## config.mk

```make
export PLATFORM = sky130hd
export DESIGN_NAME = ex_mem_stage_reg
export DESIGN_NICKNAME = d
export VERILOG_FILES = /design/src/rtl/ex_mem_stage_reg.sv
export SDC_FILE = /design/constraint.sdc
export NUM_CORES = 1
export LEC_CHECK = 0
export CORE_AREA = 10 10 96 161
export CTS_CLUSTER_SIZE = 24
export DETAILED_ROUTE_END_ITERATION = 7
export DIE_AREA = 0 0 106 171
export PLACE_DENSITY_LB_ADDON = 0.12
export SYNTH_ARGS = -nofsm -noshare
export SYNTH_HDL_FRONTEND = slang
export SYNTH_SLANG_ARGS = --single-unit
```

## constraint.sdc

```tcl
create_clock -name clk -period 2.7 [get_ports clk]
set_clock_uncertainty 0.15 [all_clocks]
set_input_delay 0.81 -clock clk [delete_from_list [all_inputs] [get_ports clk]]
set_output_delay 0.81 -clock clk [all_outputs]
set_load 0.01 [all_outputs]
```

## src/rtl/ex_mem_stage_reg.sv

```systemverilog
// ============================================================================
// Module   : ex_mem_stage_reg
// Purpose  : EX/MEM pipeline register for the 5-stage RV32I core. Captures EX
//            results, issues the data-memory request, aligns store data and
//            load results, and stalls the front of the pipe while a data
//            access is outstanding.
// Options  : EXMEM_PERF_CNT_EN adds saturating stall / memory-op counters.
// Revision : 1.0 - initial release
// ============================================================================
`default_nettype none

module ex_mem_stage_reg #(
  parameter int PERF_CNT_W = 32
) (
  input  logic                  clk,
  input  logic                  rst_n,
  input  logic                  ex_valid_i,
  input  logic [4:0]            ex_rd_i,
  input  logic                  ex_RegWEn_i,
  input  logic                  ex_MemRead_i,
  input  logic                  ex_MemWrite_i,
  input  logic [2:0]            ex_funct3_i,
  input  logic [31:0]           ex_alu_out_i,
  input  logic [31:0]           ex_rs2_data_i,
  input  logic                  flush_i,
  output logic                  dm_req_o,
  output logic                  dm_we_o,
  output logic [31:0]           dm_addr_o,
  output logic [31:0]           dm_wdata_o,
  output logic [3:0]            dm_bwe_o,
  input  logic [31:0]           dm_rdata_i,
  input  logic                  dm_ready_i,
  output logic                  mem_stall_o,
  output logic                  mem_valid_o,
  output logic [4:0]            mem_rd_o,
  output logic                  mem_RegWEn_o,
  output logic                  mem_MemRead_o,
  output logic [31:0]           mem_alu_out_o,
  output logic [31:0]           mem_load_data_o
`ifdef EXMEM_PERF_CNT_EN
  ,
  output logic [PERF_CNT_W-1:0] perf_stall_cnt_o,
  output logic [PERF_CNT_W-1:0] perf_mem_ops_o
`endif
);

  localparam logic [0:0] ST_RUN  = 1'b0;
  localparam logic [0:0] ST_WAIT = 1'b1;

  localparam logic [2:0] F3_B  = 3'b000;
  localparam logic [2:0] F3_H  = 3'b001;
  localparam logic [2:0] F3_BU = 3'b100;
  localparam logic [2:0] F3_HU = 3'b101;

  logic [0:0]  state_q, state_d;
  logic        valid_q;
  logic [4:0]  rd_q;
  logic        regwen_q;
  logic        memread_q;
  logic        memwrite_q;
  logic [2:0]  funct3_q;
  logic [31:0] alu_q;
  logic [31:0] rs2_q;

  logic [1:0]  off;
  logic [7:0]  ld_byte;
  logic [15:0] ld_half;

  assign off = alu_q[1:0];

  // Pipeline register: frozen while an access is outstanding, bubble on flush.
  always_ff @(posedge clk or negedge rst_n) begin
    if (!rst_n) begin
      valid_q    <= 1'b0;
      rd_q       <= 5'd0;
      regwen_q   <= 1'b0;
      memread_q  <= 1'b0;
      memwrite_q <= 1'b0;
      funct3_q   <= 3'd0;
      alu_q      <= 32'd0;
      rs2_q      <= 32'd0;
    end else if (!mem_stall_o) begin
      // Data fields are don't-care in a bubble, so they load unconditionally.
      rd_q     <= ex_rd_i;
      funct3_q <= ex_funct3_i;
      alu_q    <= ex_alu_out_i;
      rs2_q    <= ex_rs2_data_i;
      if (flush_i) begin
        valid_q    <= 1'b0;
        regwen_q   <= 1'b0;
        memread_q  <= 1'b0;
        memwrite_q <= 1'b0;
      end else begin
        valid_q    <= ex_valid_i;
        regwen_q   <= ex_RegWEn_i;
        memread_q  <= ex_MemRead_i;
        memwrite_q <= ex_MemWrite_i;
      end
    end
  end

  // FSM state register.
  always_ff @(posedge clk or negedge rst_n) begin
    if (!rst_n) begin
      state_q <= ST_RUN;
    end else begin
      state_q <= state_d;
    end
  end

  // FSM next state: enter WAIT when an access stalls, leave when it completes.
  always_comb begin
    state_d = state_q;
    case (state_q)
      ST_RUN:  if (mem_stall_o) state_d = ST_WAIT;
      ST_WAIT: if (!mem_stall_o) state_d = ST_RUN;
      default: state_d = ST_RUN;
    endcase
  end

  // FSM / pipeline outputs: request, stall and forwarding-visible fields.
  always_comb begin
    mem_valid_o   = valid_q;
    mem_rd_o      = rd_q;
    mem_RegWEn_o  = regwen_q & valid_q;
    mem_MemRead_o = memread_q & valid_q;
    mem_alu_out_o = alu_q;
    dm_req_o      = valid_q & (memread_q | memwrite_q);
    dm_we_o       = valid_q & memwrite_q;
    dm_addr_o     = {alu_q[31:2], 2'b00};
    mem_stall_o   = dm_req_o & ~dm_ready_i;
  end

  // Store lane replication and byte enables; misaligned H/W forced aligned.
  always_comb begin
    dm_wdata_o = rs2_q;
    dm_bwe_o   = 4'b0000;
    if (dm_we_o) begin
      case (funct3_q)
        F3_B: begin
          dm_wdata_o = {4{rs2_q[7:0]}};
          dm_bwe_o   = 4'b0001 << off;
        end
        F3_H: begin
          dm_wdata_o = {2{rs2_q[15:0]}};
          dm_bwe_o   = 4'b0011 << {off[1], 1'b0};
        end
        default: begin
          dm_wdata_o = rs2_q;
          dm_bwe_o   = 4'b1111;
        end
      endcase
    end
  end

  // Load lane extraction and sign/zero extension, straight from dm_rdata.
  always_comb begin
    case (off)
      2'd0:    ld_byte = dm_rdata_i[7:0];
      2'd1:    ld_byte = dm_rdata_i[15:8];
      2'd2:    ld_byte = dm_rdata_i[23:16];
      default: ld_byte = dm_rdata_i[31:24];
    endcase
    ld_half = off[1] ? dm_rdata_i[31:16] : dm_rdata_i[15:0];
    case (funct3_q)
      F3_B:    mem_load_data_o = {{24{ld_byte[7]}}, ld_byte};
      F3_BU:   mem_load_data_o = {24'd0, ld_byte};
      F3_H:    mem_load_data_o = {{16{ld_half[15]}}, ld_half};
      F3_HU:   mem_load_data_o = {16'd0, ld_half};
      default: mem_load_data_o = dm_rdata_i;
    endcase
  end

`ifdef EXMEM_PERF_CNT_EN
  logic [PERF_CNT_W-1:0] stall_cnt_q;
  logic [PERF_CNT_W-1:0] memop_cnt_q;
  localparam logic [PERF_CNT_W-1:0] CNT_ONE = {{(PERF_CNT_W-1){1'b0}}, 1'b1};

  // Saturating performance counters.
  always_ff @(posedge clk or negedge rst_n) begin
    if (!rst_n) begin
      stall_cnt_q <= '0;
      memop_cnt_q <= '0;
    end else begin
      if (mem_stall_o && !(&stall_cnt_q)) begin
        stall_cnt_q <= stall_cnt_q + CNT_ONE;
      end
      if (dm_req_o && dm_ready_i && !(&memop_cnt_q)) begin
        memop_cnt_q <= memop_cnt_q + CNT_ONE;
      end
    end
  end

  assign perf_stall_cnt_o = stall_cnt_q;
  assign perf_mem_ops_o   = memop_cnt_q;
`endif

endmodule

`default_nettype wire

```

Word level (Yosys, flattened, before mapping)
Cells that the tools add are included.
- memories kept: 0
- bits of input ports: 112
- word-level logic and storage cells: 35
- memory bits (read-only): 0
- output and inout bits: 143
- flip-flop bits (word level): 76
- bits in writable memories: 0
- latch bits: 0
- add/sub/neg operators: 0
- equality and inequality tests: 5
- $mul: 0
- shift-type cells: 2
- $lt $le $gt $ge: 0
- reduce and logical (&&, ||, !) cells: 2
- divide/modulo/power cells: 0
- bitwise operators: 7
- mux-type cells: 11
- operators by type and width (operator ; number):
    case mux 32 bit (4 select lines) ; 1
    case mux 32 bit (2 select lines) ; 1
    2-to-1 mux 32 bit ; 1
    case mux 8 bit (3 select lines) ; 1
    2-to-1 mux 16 bit ; 1
    case mux 4 bit (2 select lines) ; 1
    equality test 3 bit (second input constant) ; 2
    bitwise AND 1 bit ; 5
    2-to-1 mux 1 bit ; 4
    2-to-1 mux 4 bit ; 1
    left shift 1 x 2 -> 4 bit (first input constant) ; 1
    left shift 2 x 2 -> 4 bit (first input constant) ; 1
    equality test 3 x 1 -> 1 bit (second input constant) ; 1
    zero test 3 bit ; 1
    equality test 2 x 1 -> 1 bit (second input constant) ; 1
    equality test 2 bit (second input constant) ; 1
    zero test 2 bit ; 1
    inverter 1 bit ; 1
    OR 1 bit ; 1

Depth between registers and ports, before layout
Gate-level depths: netlist of run 1.
- depth after elaboration: 3
- gate-level depth with buffers: 5

Worst setup path after synthesis of run 1
OpenSTA, ideal clock, no wires.
- path kind: input-to-output
- from: in dm_rdata_i[31]
- to: out mem_load_data_o[10]
- slack: -0.117 ns
- arrival time: 1.857 ns
- stages on the path: 4
- data required time: 1.740 ns
- cell sequence: mux4_2 and2_4 buf_6 a221o_1
- longest elaborated chain between the ends: 2
- ends and longest elaborated chain (what ; line ; text):
    start: declaration ; 31 ; input logic [31:0] dm_rdata_i,
    case mux 8 bit (3 select lines) ; 158 ; case (off)
    case mux 32 bit (4 select lines) ; 165 ; case (funct3_q)
    end: declaration ; 39 ; output logic [31:0] mem_load_data_o
Every way passes these cells.

Final worst setup path of run 1
- from: in dm_rdata_i[31]
- to: out mem_load_data_o[23]
- longest elaborated chain between the ends: 2
- elaborated cells between the ends (all ways): 3
- classes of those cells: mux: 3
- ends and longest elaborated chain (what ; line):
    case mux 8 bit (3 select lines) / 2-to-1 mux 16 bit (equally long branches) ; 158, 164
    case mux 32 bit (4 select lines) * ; 165
Every way passes the cells marked *; elsewhere a longest branch is shown, timed or not.

==> results.txt, run 1 <==
The run finished, with violations left. The checks that failed: setup timing. The main combinational cell family by area after synthesis is multiplexers.

The static leakage came out at 3.490 nW. During synthesis, Yosys emitted a total of 0 warnings. The first global-routing pass estimated 26060 um of wire.

The clock network fraction of total power is 36.6%. The part of the total power dissipated in sequential elements came out at 33.7%. The mux cell area share after synthesis came out at 29.46%. The depth of the CTS H-tree came out at 3. 255 I/O pins were placed.

The largest fanout on the critical path came out at 8. For this run the aggregate overflow at the end of global routing stands at 0. The clock drives 76 sinks. The average wire per cell in the routed design is 21.00 um. Internal power comes to 2.854 mW. The flip-flop and latch count after synthesis came out at 76. The final count of hold timing violations came out at 0. Combinational cells account for 29.7% of the total power. The final count of negative-setup-slack endpoints is 52. The number of global-route vias before repair came to 4589. The total clock buffers created by CTS is 9. The net switching power of the design came out at 0.9946 mW. The count of mapped cells out of synthesis came out at 377. The number of DRC markers after the initial detailed-route iteration came out at 150. At the worst endpoint, the arrival time is 2150 ps.

The total global routing track utilization is 18.48%. Counting distinct cell types in the post-synthesis netlist gives 30. The number of nets with antenna violations after routing came out at 0. The post-route standard cell area excluding fillers came out at 0.007794 sq mm. Setup repair after global routing could not meet its margin everywhere. The count of pins over their slew limit is 0. The worst register-to-register path has a depth of 4.

Setup total negative slack on the finished layout was measured at -11780 ps. The die covers 0.01813 sq mm. The setup slack on the worst flop-to-flop path came out at 610 ps. The clock latency at the later pin of the worst-skew pair came out at 320 ps. The maximum operating frequency came out at 321.7 MHz.

The fraction of final layout cells sized beyond drive strength 1 came out at 49.55%. The average instance in the mapped netlist occupies 11.47 sq um. The cell area after technology mapping came out at 0.004324 sq mm. The sequential element share of the synthesized area is 43.98%. In this run the top signal layer used is met4. STA classifies the critical path startpoint as an input pin.

The routed length on met1 is 5586 um. The register clock-pin slew on the reported worst setup and hold paths is 60 ps. The critical path in this run is classified as in2out. The portion of synthesized cell area occupied by the leading cell type came out at 43.98%.

The number of fill cells is 1106. The number of diodes came out at 0. Summing the areas of all fa, ha and maj instances in the mapped netlist gives 0% of the synthesized area. The width of the chip came out at 106 um. The synthesized design spends more area on one cell type than any other, namely sky130_fd_sc_hd__dfrtp_1.

The simple-gate share of the synthesized area is 5.237%. The placed instance area is 0.007112 sq mm. The tree is rooted in a sky130_fd_sc_hd__clkbuf_16.

Max-cap violations in this run came to 0. The maximum number of buffers from clock root to sink is 2. Net switching is 25.84% of the power. Power spread over the standard cell area amounts to 493.8 mW/mm^2. The placer congestion estimate is 0.8554. STA classifies the critical path endpoint as a primary output.

Summing the areas of all xor and xnor instances in the mapped netlist gives 0% of the synthesized area. The type of the most critical hold path is in2async. The endpoint of the lowest-slack register-to-register path is mem_alu_out_o[0]$_DFFE_PN0N_. The startpoint identified for the worst register-to-register timing path is memwrite_q$_DFFE_PN0N_. The number of I/O port buffers came out at 252. The clock tree from TritonCTS is done. The number of iterations in the first detailed-routing pass is 4. After detailed routing, the number of remaining DRC violations is 0. Summed over all layers, the routed wires come to 17490 um. The total number of nets in the final design came out at 769. In the layout the commonest cells are sky130_fd_sc_hd__clkdlybuf4s50_1, sky130_fd_sc_hd__mux2_2, sky130_fd_sc_hd__dfrtp_1. The amount of wire on met3 after detailed routing came out at 1546 um. The estimated wirelength of the detail-placed design came out at 13340 um. The die is 171 um tall. The maximum VDD drop is 0.3963 mV. Leaving out fill and tap cells, the most frequent cell in the layout is sky130_fd_sc_hd__clkdlybuf4s50_1. The number of antenna violations at the first check in global routing is 0. The post-synthesis compound-gate area fraction came out at 9.838%. Sorting the synthesized cells by area gives the leading types as sky130_fd_sc_hd__dfrtp_1, sky130_fd_sc_hd__mux2_2, sky130_fd_sc_hd__buf_4. The floorplan has 55 rows. The average via count per standard cell is 4.917. The final cycle utilization of the critical path is 115.1%. Overall power consumption after layout is estimated at 3.849 mW. Hold repair after CTS inserted 0 buffers. The required arrival time at the worst endpoint is 1740 ps. The worst slew margin relative to its limit came out at 54.80%. The effective utilization at floorplan is 33.78%. Entering global routing, the biggest net connects 75 pins. The met2 wire length is 9735 um. The slack of the critical path came out at -408.7 ps. The layout-stage area growth over the synthesis result came out at 80.24%.

The detailed router placed 4096 vias in this run. The core area came out at 0.01280 sq mm. The routed design could run at a clock period as short as 3109 ps. At the pin with the least slew margin, the transition time is 678.0 ps.
-- flip-flops by register name, indices dropped and copies added, names as in the netlist --
signal         count
mem_alu_out_o     32
rs2_q             32
mem_rd_o           5
funct3_q           3
mem_valid_o        1
memread_q          1
memwrite_q         1
regwen_q           1
-- power by group through the flow --
stage	logic [mW]	clock network, mW	registers [mW]
after global routing	1.22	1.49	1.31
final	1.14	1.41	1.30
after floorplan	0.441	0	1.32
after global placement	1.09	0	1.31
after detailed placement	1.11	0	1.32
after CTS	1.09	1.44	1.30
-- Yosys cell counts (all sizes together) --
master	instances
nor2b	5
a22oi	1
and2	2
clkinv	1
nor3	1
nor3b	1
inv	15
nand2b	1
o21ai	17
conb	1
nand3	1
mux2i	8
nor4bb	1
buf	58
a311oi	8
a21oi	20
dfrtp	76
mux2	90
o211ai	1
a22o	8
nand2	19
clkbuf	8
a221o	8
nor2	17
mux4	8
or2	1
-- cell type report --
class / instances / area [sq um] / area share (%)
Timing Repair Buffer: 334 / 3093 / 39.69
Multi-Input combinational cell: 220 / 2166 / 27.79
Sequential cell: 76 / 1906 / 24.45
Clock buffer: 12 / 256.5 / 3.291
Tap cell: 171 / 214.0 / 2.745
Clock inverter: 4 / 95.09 / 1.220
Inverter: 16 / 63.81 / 0.8188
-- per-layer routing --
layer	track usage, %	up-vias
met3	6.780	43
met5	0	-
met2	34.99	204
met1	16.93	1990
li1	-	1859
met4	8.397	0
-- critical path, cell delays in order --
cell,delay (ps)
sky130_fd_sc_hd__buf_6,100
sky130_fd_sc_hd__mux4_2,480
sky130_fd_sc_hd__a22oi_2,250
sky130_fd_sc_hd__buf_4,180
sky130_fd_sc_hd__clkbuf_16,160
sky130_fd_sc_hd__o21ai_4,60
sky130_fd_sc_hd__buf_6,110
-- cells by family (layout without fill, tap and decap cells) --
logic type      Yosys count  in the layout
mux                     106            106
buf+inv                  82            366
flops                    76             76
compound gates           63             63
simple gates             49             49
other cells               1              2
-- worst max-delay path by stage --
stage                    from  depth (start not counted)  slack, ps                   to
3_5_place_dp   dm_rdata_i[31]                          6       -990  mem_load_data_o[21]
5_1_grt        dm_rdata_i[31]                          7       -450  mem_load_data_o[23]
2_1_floorplan  dm_rdata_i[31]                          4       -120  mem_load_data_o[10]
4_1_cts        dm_rdata_i[31]                          6       -450  mem_load_data_o[23]
3_3_place_gp   dm_rdata_i[31]                          6       -940  mem_load_data_o[22]
6_report       dm_rdata_i[31]                          7       -410  mem_load_data_o[23]
-- per-stage QoR --
step | std cells | util (%) | worst slack (ps) | hold WS [ps]
after floorplan | 378 | - | -116.7 | 322.8
after global placement | 789 | 55.56 | -938.0 | 336.1
after detailed placement | 789 | 55.56 | -993.8 | 342.3
after CTS | 826 | 59.10 | -449.6 | 303.5
after global routing | 833 | 60.89 | -449.8 | 313.6
final | 833 | 60.89 | -408.7 | 289.8
-- timing repair --
action / CTS / global route
gates resized for setup: 413 / 80
gates cloned: 4 / 1
endpoints found under the hold margin: 0 / 0
setup buffers: 17 / 10
setup endpoints to repair: 61 / 131
pin swaps: 18 / 14
Power figures use the tool's default switching activity.
==> run 2: changes to the inputs <==
CORE_AREA = 2 2 88 153   (was 10 10 96 161)
CTS_BUF_LIST = sky130_fd_sc_hd__clkbuf_8   (was unset)
DIE_AREA = 0 0 90 155   (was 0 0 106 171)
==> run 2 against run 1 <==
Compared with the run above: the run still ends with setup timing left; worst setup slack gained 1.5 ps; flip-flop and latch count did not move; largest cell class unchanged; non-clock buffer count shrank 3; total power down 17%; fmax barely moved; critical path depth shrank 1; die area shrank 23%.
==> results.txt, run 2 (synthesized netlist as in run 1, its figures left out) <==
The total clock buffers created by CTS came out at 9 (unchanged). The min-delay analysis places its worst path in the category in2async. The post-route non-filler standard cell count came out at 830 (-0.36%). The placed instance area is 0.007039 sq mm (-1.0%). The number of cells traversed by the worst register-to-register path came out at 4 (unchanged). The row count is 55 (unchanged). The maximum VDD drop came out at 0.3592 mV (-9.4%).

The register clock-pin slew on the reported worst setup and hold paths is 80 ps (+20 ps). The final count of negative-setup-slack endpoints was 56 (+7.7%). The power per cell area is 416.5 mW/mm^2 (-16%). In this run the worst setup path terminates at mem_load_data_o[8]. The average via count per standard cell came out at 4.930 (+0.26%). The root buffer cell is sky130_fd_sc_hd__clkbuf_8. Setup repair after global routing could not meet its margin everywhere. The number of I/O port buffers is 252 (unchanged).

The DRC violation count after routing came out at 0 (unchanged). The number of DRC markers after the initial detailed-route iteration is 136 (-9.3%). The maximum number of pins on one net before global-route repair is 75 (unchanged). The worst register-to-register path ends at rs2_q[15]$_DFFE_PN0N_.

The fraction of final layout cells sized beyond drive strength 1 came out at 49.01% (-0.53 points). The final count of hold timing violations came out at 0 (unchanged). The number of top-level pins was 255 (unchanged). The library cell used most frequently in the layout, excluding fill and tap cells, is sky130_fd_sc_hd__clkdlybuf4s50_1. The beginning of the worst register-to-register path is memwrite_q$_DFFE_PN0N_.

The critical path capture point type is a primary output. The required arrival time at the worst endpoint is 1740 ps (about the same). The maximum number of buffers from clock root to sink was 2 (unchanged). The slew at the pin with the worst max-slew slack was 941.1 ps (+263.1 ps). The number of iterations in the first detailed-routing pass was 5 (+1). The detailed-route via count came out at 4092 (-0.098%). The post-route standard cell area excluding fillers is 0.007684 sq mm (-1.4%).

The startpoint kind of the worst setup timing path is an input pin. The core area was 0.01280 sq mm (unchanged). The slack of the critical path is -407.3 ps (+1.455 ps).

The final cycle utilization of the critical path came out at 115.1% (about the same). The layout-stage area growth over the synthesis result came out at 77.69%. The estimated wirelength of the detail-placed design came to 11010 um (-17%). The number of cells in the design after placement is 781 (-1.0%). The effective utilization at floorplan is 33.78% (unchanged).

By startpoint and endpoint, the worst setup path is classified as in2out. The width of the chip is 90 um (-15%). The number of hold-repair buffers added at the cts stage is 0 (unchanged). The number of global-route vias before repair came out at 4429 (-3.5%). The static leakage was 3.400 nW (-2.6%). The total number of nets in the final design was 766 (-0.39%).

The floorplan die height came out at 155 um (-9.4%). The number of violations of the max-capacitance limit was 0 (unchanged). TritonCTS built the clock tree. The overflow left after global routing came out at 0 (unchanged).

The setup slack on the worst flop-to-flop path came out at 460 ps (-150 ps). The top cell types in the final layout, fill and taps aside, are sky130_fd_sc_hd__clkdlybuf4s50_1, sky130_fd_sc_hd__mux2_2, sky130_fd_sc_hd__dfrtp_1. The number of antenna violations at the first check in global routing came out at 0 (unchanged). The total global routing track utilization came to 21.68% (+3.2 points). The clock period minus worst slack came out at 3107 ps (-1.455 ps). The largest fanout on the critical path came out at 8 (unchanged).

The CTS sink count came to 76 (unchanged). The clock latency at the later pin of the worst-skew pair is 350 ps (+30 ps). The final reports fail on setup timing.

The count of pins over their slew limit came to 0 (unchanged). The worst slew margin relative to its limit is 37.26% (-18 points). The area of the die is 0.01395 sq mm (-23%). The wire length of the first global-routing pass came out at 23820 um (-8.6%). The depth of the CTS H-tree came out at 3 (unchanged). The startpoint of the worst setup timing path is dm_rdata_i[31]. The data arrival time of the critical path was 2150 ps (about the same). The flow ran to the end, but the final reports show violations. The placer congestion estimate was 0.8170 (-4.5%). The average wire per cell in the routed design came out at 18.85 um (-10%). The total length of routed wires came out at 15650 um (-11%). The number of diodes came to 0 (unchanged). The number of nets with antenna violations after routing is 0 (unchanged). The maximum operating frequency came out at 321.8 MHz (about the same).
run 2: cell count changes in the layout (fill, tap and decap cells not counted), sizes merged, moves of 3 or more:
| cell | before | now |
|---|---|---|
| buf | 164 | 145 |
| bufinv | 3 | 0 |
| clkbuf | 17 | 14 |
| clkdlybuf4s15 | 6 | 15 |
| clkinv | 1 | 4 |
| dlygate4sd2 | 1 | 8 |
run 2: worst max-delay path, stage by stage:
cell and delay, ps:
sky130_fd_sc_hd__buf_6 100, sky130_fd_sc_hd__mux4_2 510, sky130_fd_sc_hd__buf_6 150, sky130_fd_sc_hd__and2_4 170
sky130_fd_sc_hd__a221o_1 270, sky130_fd_sc_hd__buf_2 140
run 2: layout make-up:
cell class,instances,area [sq um]
fillers,1090,5116
well taps,171,214.0
clock inverters,7,45.04
repair buffers,331,3158
clock buffers,9,123.9
flip-flops and latches,76,1908
inverters,16,65.06
multi-input cells,220,2170
run 2: power by group:
part	leakage [nW]	internal [mW]	total, mW	switching, mW
clock	0.0824	0.327	0.757	0.430
sequential	0.885	1.22	1.29	0.0714
combinational	2.43	0.688	1.15	0.461
total	3.40	2.24	3.20	0.962
run 2: how the worst min path moves through the flow:
stage | to | depth (start not counted)
floorplan | regwen_q$_DFFE_PN0N_ | 1
global placement | rs2_q[18]$_DFFE_PN0N_ | 1
detailed placement | mem_rd_o[3]$_DFFE_PN0N_ | 1
CTS | rs2_q[6]$_DFFE_PN0N_ | 1
global route | rs2_q[6]$_DFFE_PN0N_ | 1
finish | rs2_q[21]$_DFFE_PN0N_ | 1
run 2: metal layers:
metal  part of all wire, %  GRT usage, %
met3                   6.1         5.133
met4                   4.1         10.55
met5                     0             0
met2                    56         41.53
met1                    34         21.63
run 2: timing repair:
item | in CTS | in global routing
pin swaps | 18 | 15
setup buffers | 21 | 12
endpoints found under the setup margin | 61 | 61
gates resized for setup | 399 | 61
cloned | 3 | 2
run 2: metrics by stage:
| step | hold slack [ps] | worst slack (ps) | total power, mW | TNS [ps] | utilization [%] |
|---|---|---|---|---|---|
| floorplan | 322.8 | -116.7 | 1.757 | -1716 | - |
| global placement | 335.8 | -957.1 | 2.368 | -49400 | 55.00 |
| detailed placement | 345.3 | -1009 | 2.387 | -50120 | 55.00 |
| CTS | 257.8 | -380.9 | 3.169 | -12360 | 57.94 |
| global route | 282.2 | -449.4 | 3.376 | -16660 | 60.03 |
| finish | 249.2 | -407.3 | 3.200 | -13540 | 60.03 |
